## config.mk

```make
export PLATFORM = sky130hd
export DESIGN_NAME = switch_debounce_flat
export DESIGN_NICKNAME = d
export VERILOG_FILES = /design/src/rtl/switch_debounce_pkg.sv /design/src/rtl/switch_debounce_if.sv /design/src/rtl/switch_debounce_channel.sv /design/src/rtl/switch_debounce.sv /design/src/flat_wrapper.sv
export SDC_FILE = /design/constraint.sdc
export NUM_CORES = 1
export LEC_CHECK = 0
export ABC_AREA = 1
export BUFFER_PORTS_ARGS = -buffer_cell sky130_fd_sc_hd__buf_2
export CORE_UTILIZATION = 65
export CTS_CLUSTER_DIAMETER = 150
export CTS_CLUSTER_SIZE = 20
export DETAILED_ROUTE_END_ITERATION = 8
export PLACE_DENSITY = 0.92
export SETUP_SLACK_MARGIN = 0.5
export SLEW_MARGIN = 40
export SYNTH_ARGS = -nofsm -noshare
export SYNTH_HDL_FRONTEND = slang
export SYNTH_SLANG_ARGS = --single-unit
```

## constraint.sdc

```tcl
create_clock -name i_Clk -period 6.64 [get_ports i_Clk]
set_input_delay 0.332 -clock i_Clk [delete_from_list [all_inputs] [get_ports i_Clk]]
set_output_delay 0.332 -clock i_Clk [all_outputs]
set_load 0.03 [all_outputs]
```

## src/rtl/switch_debounce_pkg.sv

```systemverilog
// switch_pkg: board-level constants shared by the switch conditioner files.
//   DEFAULT_DEBOUNCE_LIMIT : stable cycles before a level change (10 ms at 25 MHz)
//   DEFAULT_SYNC_STAGES    : synchroniser depth per channel
//   NUM_BOARD_SWITCHES     : push-buttons fitted on the board
package switch_pkg;

    localparam int unsigned DEFAULT_DEBOUNCE_LIMIT = 250000;
    localparam int unsigned DEFAULT_SYNC_STAGES    = 2;
    localparam int unsigned NUM_BOARD_SWITCHES     = 4;

endpackage

```

## src/rtl/switch_debounce_if.sv

```systemverilog
// switch_debounce_if: raw switch inputs and conditioned outputs of the debouncer.
//   i_Switch  : raw asynchronous levels, 1 = pressed
//   o_Switch  : debounced level per channel
//   o_Press   : one-cycle strobe on a debounced 0->1 transition
//   o_Release : one-cycle strobe on a debounced 1->0 transition
// Modports: master drives the raw switches, slave is the debouncer.
interface switch_debounce_if
    import switch_pkg::*;
#(
    parameter int unsigned NUM_SWITCHES = NUM_BOARD_SWITCHES
);

    logic [NUM_SWITCHES-1:0] i_Switch;
    logic [NUM_SWITCHES-1:0] o_Switch;
    logic [NUM_SWITCHES-1:0] o_Press;
    logic [NUM_SWITCHES-1:0] o_Release;

    modport master (
        output i_Switch,
        input  o_Switch,
        input  o_Press,
        input  o_Release
    );

    modport slave (
        input  i_Switch,
        output o_Switch,
        output o_Press,
        output o_Release
    );

endinterface

```

## src/rtl/switch_debounce_channel.sv

```systemverilog
// debounce_channel: one switch channel (synchroniser, stability counter, level and strobes).
//   i_Clk     : system clock
//   i_Reset   : asynchronous active-high reset
//   i_Switch  : raw asynchronous switch level
//   o_Switch  : debounced level
//   o_Press   : one-cycle strobe, first cycle o_Switch shows 1
//   o_Release : one-cycle strobe, first cycle o_Switch shows 0
module debounce_channel
    import switch_pkg::*;
#(
    parameter int unsigned DEBOUNCE_LIMIT = DEFAULT_DEBOUNCE_LIMIT,
    parameter int unsigned SYNC_STAGES    = DEFAULT_SYNC_STAGES
) (
    input  logic i_Clk,
    input  logic i_Reset,
    input  logic i_Switch,
    output logic o_Switch,
    output logic o_Press,
    output logic o_Release
);

    localparam int unsigned CNT_W = $clog2(DEBOUNCE_LIMIT + 1);
    // Count value on which the next mismatching cycle completes the debounce window.
    localparam logic [CNT_W-1:0] LAST_CNT = CNT_W'(DEBOUNCE_LIMIT - 1);

    logic [SYNC_STAGES-1:0] sync_q;
    logic [CNT_W-1:0]       count_q;
    logic                   s_sync;

    assign s_sync = sync_q[SYNC_STAGES-1];

    always_ff @(posedge i_Clk or posedge i_Reset) begin
        if (i_Reset) begin
            sync_q    <= '0;
            count_q   <= '0;
            o_Switch  <= 1'b0;
            o_Press   <= 1'b0;
            o_Release <= 1'b0;
        end else begin
            sync_q    <= {sync_q[SYNC_STAGES-2:0], i_Switch};
            o_Press   <= 1'b0;
            o_Release <= 1'b0;
            if (s_sync == o_Switch) begin
                // Any agreement restarts the window, which is what rejects glitches.
                count_q <= '0;
            end else if (count_q == LAST_CNT) begin
                count_q   <= '0;
                o_Switch  <= s_sync;
                o_Press   <= s_sync;
                o_Release <= ~s_sync;
            end else begin
                count_q <= count_q + CNT_W'(1);
            end
        end
    end

endmodule

```

## src/rtl/switch_debounce.sv

```systemverilog
// switch_debounce: multi-channel push-button conditioner feeding the LED toggle logic.
//   i_Clk   : system clock
//   i_Reset : asynchronous active-high reset
//   sw      : switch_debounce_if.slave (i_Switch in; o_Switch, o_Press, o_Release out)
// Each channel is an independent debounce_channel; this level only slices the buses.
module switch_debounce
    import switch_pkg::*;
#(
    parameter int unsigned NUM_SWITCHES   = NUM_BOARD_SWITCHES,
    parameter int unsigned DEBOUNCE_LIMIT = DEFAULT_DEBOUNCE_LIMIT,
    parameter int unsigned SYNC_STAGES    = DEFAULT_SYNC_STAGES
) (
    input  logic                 i_Clk,
    input  logic                 i_Reset,
    switch_debounce_if.slave     sw
);

    logic [NUM_SWITCHES-1:0] level;
    logic [NUM_SWITCHES-1:0] press;
    logic [NUM_SWITCHES-1:0] release_s;

    for (genvar g = 0; g < NUM_SWITCHES; g++) begin : g_chan
        debounce_channel #(
            .DEBOUNCE_LIMIT (DEBOUNCE_LIMIT),
            .SYNC_STAGES    (SYNC_STAGES)
        ) u_chan (
            .i_Clk     (i_Clk),
            .i_Reset   (i_Reset),
            .i_Switch  (sw.i_Switch[g]),
            .o_Switch  (level[g]),
            .o_Press   (press[g]),
            .o_Release (release_s[g])
        );
    end

    assign sw.o_Switch  = level;
    assign sw.o_Press   = press;
    assign sw.o_Release = release_s;

endmodule

```

## src/flat_wrapper.sv

```systemverilog
// flat-port wrapper written by rule: the top's interface ports become plain ports
module switch_debounce_flat import switch_pkg::*;
#(
    parameter int unsigned NUM_SWITCHES   = NUM_BOARD_SWITCHES,
    parameter int unsigned DEBOUNCE_LIMIT = DEFAULT_DEBOUNCE_LIMIT,
    parameter int unsigned SYNC_STAGES    = DEFAULT_SYNC_STAGES
)
  (i_Clk, i_Reset, sw_i_Switch, sw_o_Switch, sw_o_Press, sw_o_Release);
  switch_debounce_if #(.NUM_SWITCHES(NUM_SWITCHES)) sw_i ();
  input  logic i_Clk;
  input  logic i_Reset;
  input wire logic [$bits(sw_i.i_Switch)-1:0] sw_i_Switch;
  output wire logic [$bits(sw_i.o_Switch)-1:0] sw_o_Switch;
  output wire logic [$bits(sw_i.o_Press)-1:0] sw_o_Press;
  output wire logic [$bits(sw_i.o_Release)-1:0] sw_o_Release;
  assign sw_i.i_Switch = sw_i_Switch;
  assign sw_o_Switch = sw_i.o_Switch;
  assign sw_o_Press = sw_i.o_Press;
  assign sw_o_Release = sw_i.o_Release;
  switch_debounce #(.NUM_SWITCHES(NUM_SWITCHES), .DEBOUNCE_LIMIT(DEBOUNCE_LIMIT), .SYNC_STAGES(SYNC_STAGES)) u_core (.i_Clk(i_Clk), .i_Reset(i_Reset), .sw(sw_i));
endmodule
```

Word level (Yosys, flattened, before mapping)
Cells that the tools add are included. W data, S select, Z words.

Output and inout port bits: 12. Logic and storage cells: 68. Bits of input ports: 6. Register bits: 92.

Bitwise operators: 8. Multiplexer cells: 24. Reductions and logical operators: 4. Add/sub/neg operators: 4. Equality and inequality tests: 8.

Operators by type and width (count): $mux W18 (8); $add A18 B1 Y18 const B (4); $eq A18 B18 Y1 const B (4); $mux W1 (16); $not A1 Y1 (8); $reduce_and A2 Y1 (4); $eq A1 B1 Y1 (4).

Longest topological paths before layout
Depth after elaboration: 3. Depth in mapped cells: 9. Gate-level depth less buffers: 9.

Modules after synthesis
A second synthesis with hierarchy kept.

Cells, all modules: 576. Area, all modules: 4824.6 µm².

By module, submodules not included: debounce_channel (seq. area each 575.6 µm², area an instance 1206.2 µm², cells an instance 144, instances 4).

Worst setup path after synthesis
OpenSTA, ideal clock, no wires.

Path kind: register to register. Start: register u_core.g_chan[1].u_chan.count_q[0]. End: register u_core.g_chan[1].u_chan.count_q[14]. Setup slack: 5.368 ns. Setup time: 0.117 ns. Required time: 6.523 ns. Arrival time: 1.156 ns. Stages on the path, launching flop included: 9. Clock period less this slack: 1.272 ns. Path buffers: 0. Cells stage by stage: dfrtp_1 -> ha_1 -> nand3_1 -> inv_1 -> nand2_1 -> nor2_2 -> nand2_1 -> nor2_1 -> nor2_1.

Longest elaborated chain between the ends: 3. Elaborated cells between the ends (all ways): 4. Classes of those cells: 1 x add/sub; 1 x eq/ne; 2 x mux.

RTL lines: start, declared (RTL line switch_debounce_channel.sv:27) `logic [CNT_W-1:0] count_q;`; start signal, assigned (RTL line switch_debounce_channel.sv:52) `count_q <= count_q + CNT_W'(1);`; $add A18 B1 Y18 or $eq A18 B18 Y1 (tied branches) (RTL line switch_debounce_channel.sv:52, switch_debounce_channel.sv:46); $mux W18 (*) (RTL line switch_debounce_channel.sv:46) `end else if (count_q == LAST_CNT) begin`; $mux W18 (*) (RTL line switch_debounce_channel.sv:43) `if (s_sync == o_Switch) begin`.

Every way passes the cells marked *; elsewhere a longest branch is shown, timed or not. A chain may end at the register's enable or synchronous reset.

Final worst setup path
Start: register u_core.g_chan[1].u_chan.o_Switch. End: register u_core.g_chan[1].u_chan.count_q[10].

Longest elaborated chain between the ends: 2.

RTL lines: start, declared (RTL line switch_debounce_channel.sv:17) `output logic o_Switch,`; start signal, assigned (RTL line switch_debounce_channel.sv:48) `o_Switch <= s_sync;`; $eq A1 B1 Y1 (RTL line switch_debounce_channel.sv:43); $mux W18 (RTL line switch_debounce_channel.sv:43).

No other way between the ends.

==> impl_metrics.tcl <==
set metrics [dict create \
    syn_nets 612 \
    place_inst 704 \
    via_per_inst 5.27 \
    antenna_cells 0 \
    grt_pass1_wl_microns 15200 \
    grtUsageTotal_pct 25.5 \
    p_clk_share_pct 37.4 \
    clkTransAtPathRegs_ns 0.08 \
    cp-start-kind "register" \
    worst_slew_pin_slew_ns 0.689 \
    peakVddDrop_v 0.000132 \
    place.gp.congestion 0.956 \
    std_cell_rows 30 \
    setup_viol 0 \
    cts_setup_buffers 0 \
    fillCellCount 477 \
    root_buffer "clkbuf_8" \
    rrSetupSlack_ns 5.07 \
    yosys_warnings 0 \
    synthCells 602 \
    netlist_area_sq_um 4790 \
    hold_viol 0 \
    first_pass_iters 4 \
    outcome "finished clean" \
    grt_pass1_vias 3619 \
    cts_tree "yes" \
    share_comb_of_total_power_pct 3.6 \
    die_w_microns 87.8 \
    finalCritPeriodShare_pct 23.7 \
    relSlewSlack_pct 54.1 \
    rsz0062_at_grt "no" \
    synth_edf_count 0 \
    maxSlewViolCount 0 \
    drive_above_1_share_pct 13.8 \
    end_kind "register" \
    post-route-min-period_ns 1.57 \
    yosysSeqAreaShare_pct 48.1 \
    final_antenna_net_count 0 \
    cp.arrival_ns 1.81 \
    p_sw_uw 225 \
    fmax_mhz 637 \
    power_frac_seq_pct 59.0 \
    multi_input_area_sq_um 2150 \
    critPathKind "reg2reg" \
    skew_ns 0.00659 \
    synthToLayoutAreaGrowth_pct 6.74 \
    hold_path_class "in2reg" \
    ctsHoldBuffers 0 \
    io_buffers 17 \
    avgSynthCellArea_sq_um 7.95 \
    async_reset_ff_share_pct 100 \
    dominantRegCellSynth "dfrtp_1" \
    overflow 0 \
    clkLatencyLatePin_ns 0.36 \
    swShare_pct 23.1 \
    drcViolationCount 0 \
    wl_per_cell_microns 12.1 \
    num_vias 3791 \
    start_util_pct 68.9 \
    die_y_microns 87.8 \
    critPathMaxFanout 10 \
    antenna_found_initial 0 \
    dieArea_sq_um 7710 \
    num-nets-final 629 \
    cts_buffers 9 \
    ctsResizeCount 0 \
    cts_max_path_buffers 2 \
    pwr_density_cell_nw_per_um2 191 \
    grt_max_degree 93 \
    worstPathRequired_ns 6.88 \
    p_leak_uw 0.00221 \
    clkSinkCount 92 \
    tns_ns 0 \
    core_sq_um 6940 \
    first_iter_violations 195 \
    internal-power_uw 751 \
    routed_wl_microns 8730 \
    dpl.hpwl_microns 6040 \
    ys_ff_latch 92 \
    io_pins 18 \
    yosys.area.top_type_share_pct 48.1 \
    synth.top_cells.by_count "nor2_1, nand2_1, dfrtp_1" \
    yosys.cell_types.count 23 \
    netlist_top_cells_area "dfrtp_1, nor2_1, nand2_1, nand3_1, inv_1" \
    yosysMostFrequentCell "nor2_1" \
    regArea_sq_um 2300 \
    cts_max_level 3 \
    maxCapViolCount 0 \
    final_cells 720 \
    synth_area_leader_cell "dfrtp_1" \
]
[final timing paths]
kind | start | endpoint | cells after the start
setup / recovery | u_core.g_chan[1].u_chan.o_Switch | u_core.g_chan[1].u_chan.count_q[10] | 6
hold / removal | sw_i_Switch[0] | u_core.g_chan[0].u_chan.sync_q[0] | 1
hold reg to reg | u_core.g_chan[0].u_chan.sync_q[0] | u_core.g_chan[0].u_chan.sync_q[1] | 0
max in group asynchronous | i_Reset | u_core.g_chan[3].u_chan.count_q[10] | 3
setup reg to reg | u_core.g_chan[1].u_chan.o_Switch | u_core.g_chan[1].u_chan.count_q[10] | 6
min in group asynchronous | i_Reset | u_core.g_chan[0].u_chan.o_Release | 3
[cell families (layout without fill, tap and decap cells)]
family | count (synthesis) | count (layout) | share of synthesized area, %
compound gates | 18 | 18 | 1.93
xor+xnor | 37 | 37 | 6.77
buf+inv | 77 | 99 | 6.98
simple gates | 374 | 374 | 35.2
fa+ha+maj | 4 | 4 | 1.05
flops | 92 | 92 | 48.1
[registers in the layout, summed over array words and instances, names as in the netlist]
signal / count
u_core.g_chan.u_chan.o_Switch: 4
u_core.g_chan.u_chan.count_q: 72
u_core.g_chan.u_chan.o_Release: 4
u_core.g_chan.u_chan.sync_q: 8
u_core.g_chan.u_chan.o_Press: 4
[layout make-up]
cell class                 instances  area share, %
clock inverter                     6           1.27
tap                               96           2.35
sequential                        92           45.1
inverter                          65           4.80
clock buffer                      10           2.50
multi-input combinational        433           42.1
timing repair buffer              18           1.93
[power groups by stage]
stage | Combinational [uW] | Clock, uW | Sequential [uW]
6_report | 35.3 | 365 | 576
5_1_grt | 42.1 | 397 | 577
4_1_cts | 36.3 | 374 | 576
3_5_place_dp | 35.8 | 0 | 587
3_3_place_gp | 34.7 | 0 | 586
2_1_floorplan | 26.7 | 0 | 585
[metal layers]
| layer | vias up | GRT usage [%] | wire (microns) |
|---|---|---|---|
| li1 | 1875 | - | - |
| met1 | 1794 | 30.4 | 3810 |
| met2 | 103 | 43.7 | 4370 |
| met3 | 19 | 7.07 | 414 |
| met4 | 0 | 10.4 | 147 |
| met5 | - | 0 | 0 |
[worst max-delay path: stages, from the launching register on]
cell,delay [ns]
dfrtp_1,0.41
inv_1,0.10
nor2_1,0.05
nor2_1,0.40
inv_1,0.19
nand2_2,0.23
nor2_1,0.08
[metrics by stage]
stage / hold WS [ns] / setup slack (ns) / utilization [%] / area (sq um) / total power (uW)
after floorplan: 0.331 / 3.92 / - / 4790 / 611
after global placement: 0.334 / 5.12 / 70.7 / 4910 / 621
after detailed placement: 0.337 / 5.08 / 70.8 / 4910 / 622
after CTS: 0.0554 / 5.05 / 73.5 / 5110 / 986
after global routing: 0.0466 / 4.98 / 73.6 / 5110 / 1020
final: 0.0765 / 5.07 / 73.6 / 5110 / 976
[placed cells by master, fill, tap and decap left out]
cell        netlist  layout
a21oi_1          10      10
and2_0            1       1
buf_2             0      17
bufinv_16         0       1
clkbuf_1          0       1
clkbuf_8          0      10
clkinv_2          0       2
clkinvlp_4        0       4
dfrtp_1          92      92
ha_1              4       4
inv_1            60      59
inv_2             5       5
nand2_1         103     103
nand2_2          15      15
nand2_4           1       1
nand3_1          48      48
nand3_2           5       5
nand4_1           5       5
nor2_1          157     157
nor2_2           17      17
nor2_4            9       9
nor3_1           12      12
nor3b_1           1       1
o21ai_0           4       4
o21ai_1           3       3
o21bai_1          1       1
xnor2_1          15      15
xor2_1           22      22
Note: power is estimated with default switching activity, not from simulation.
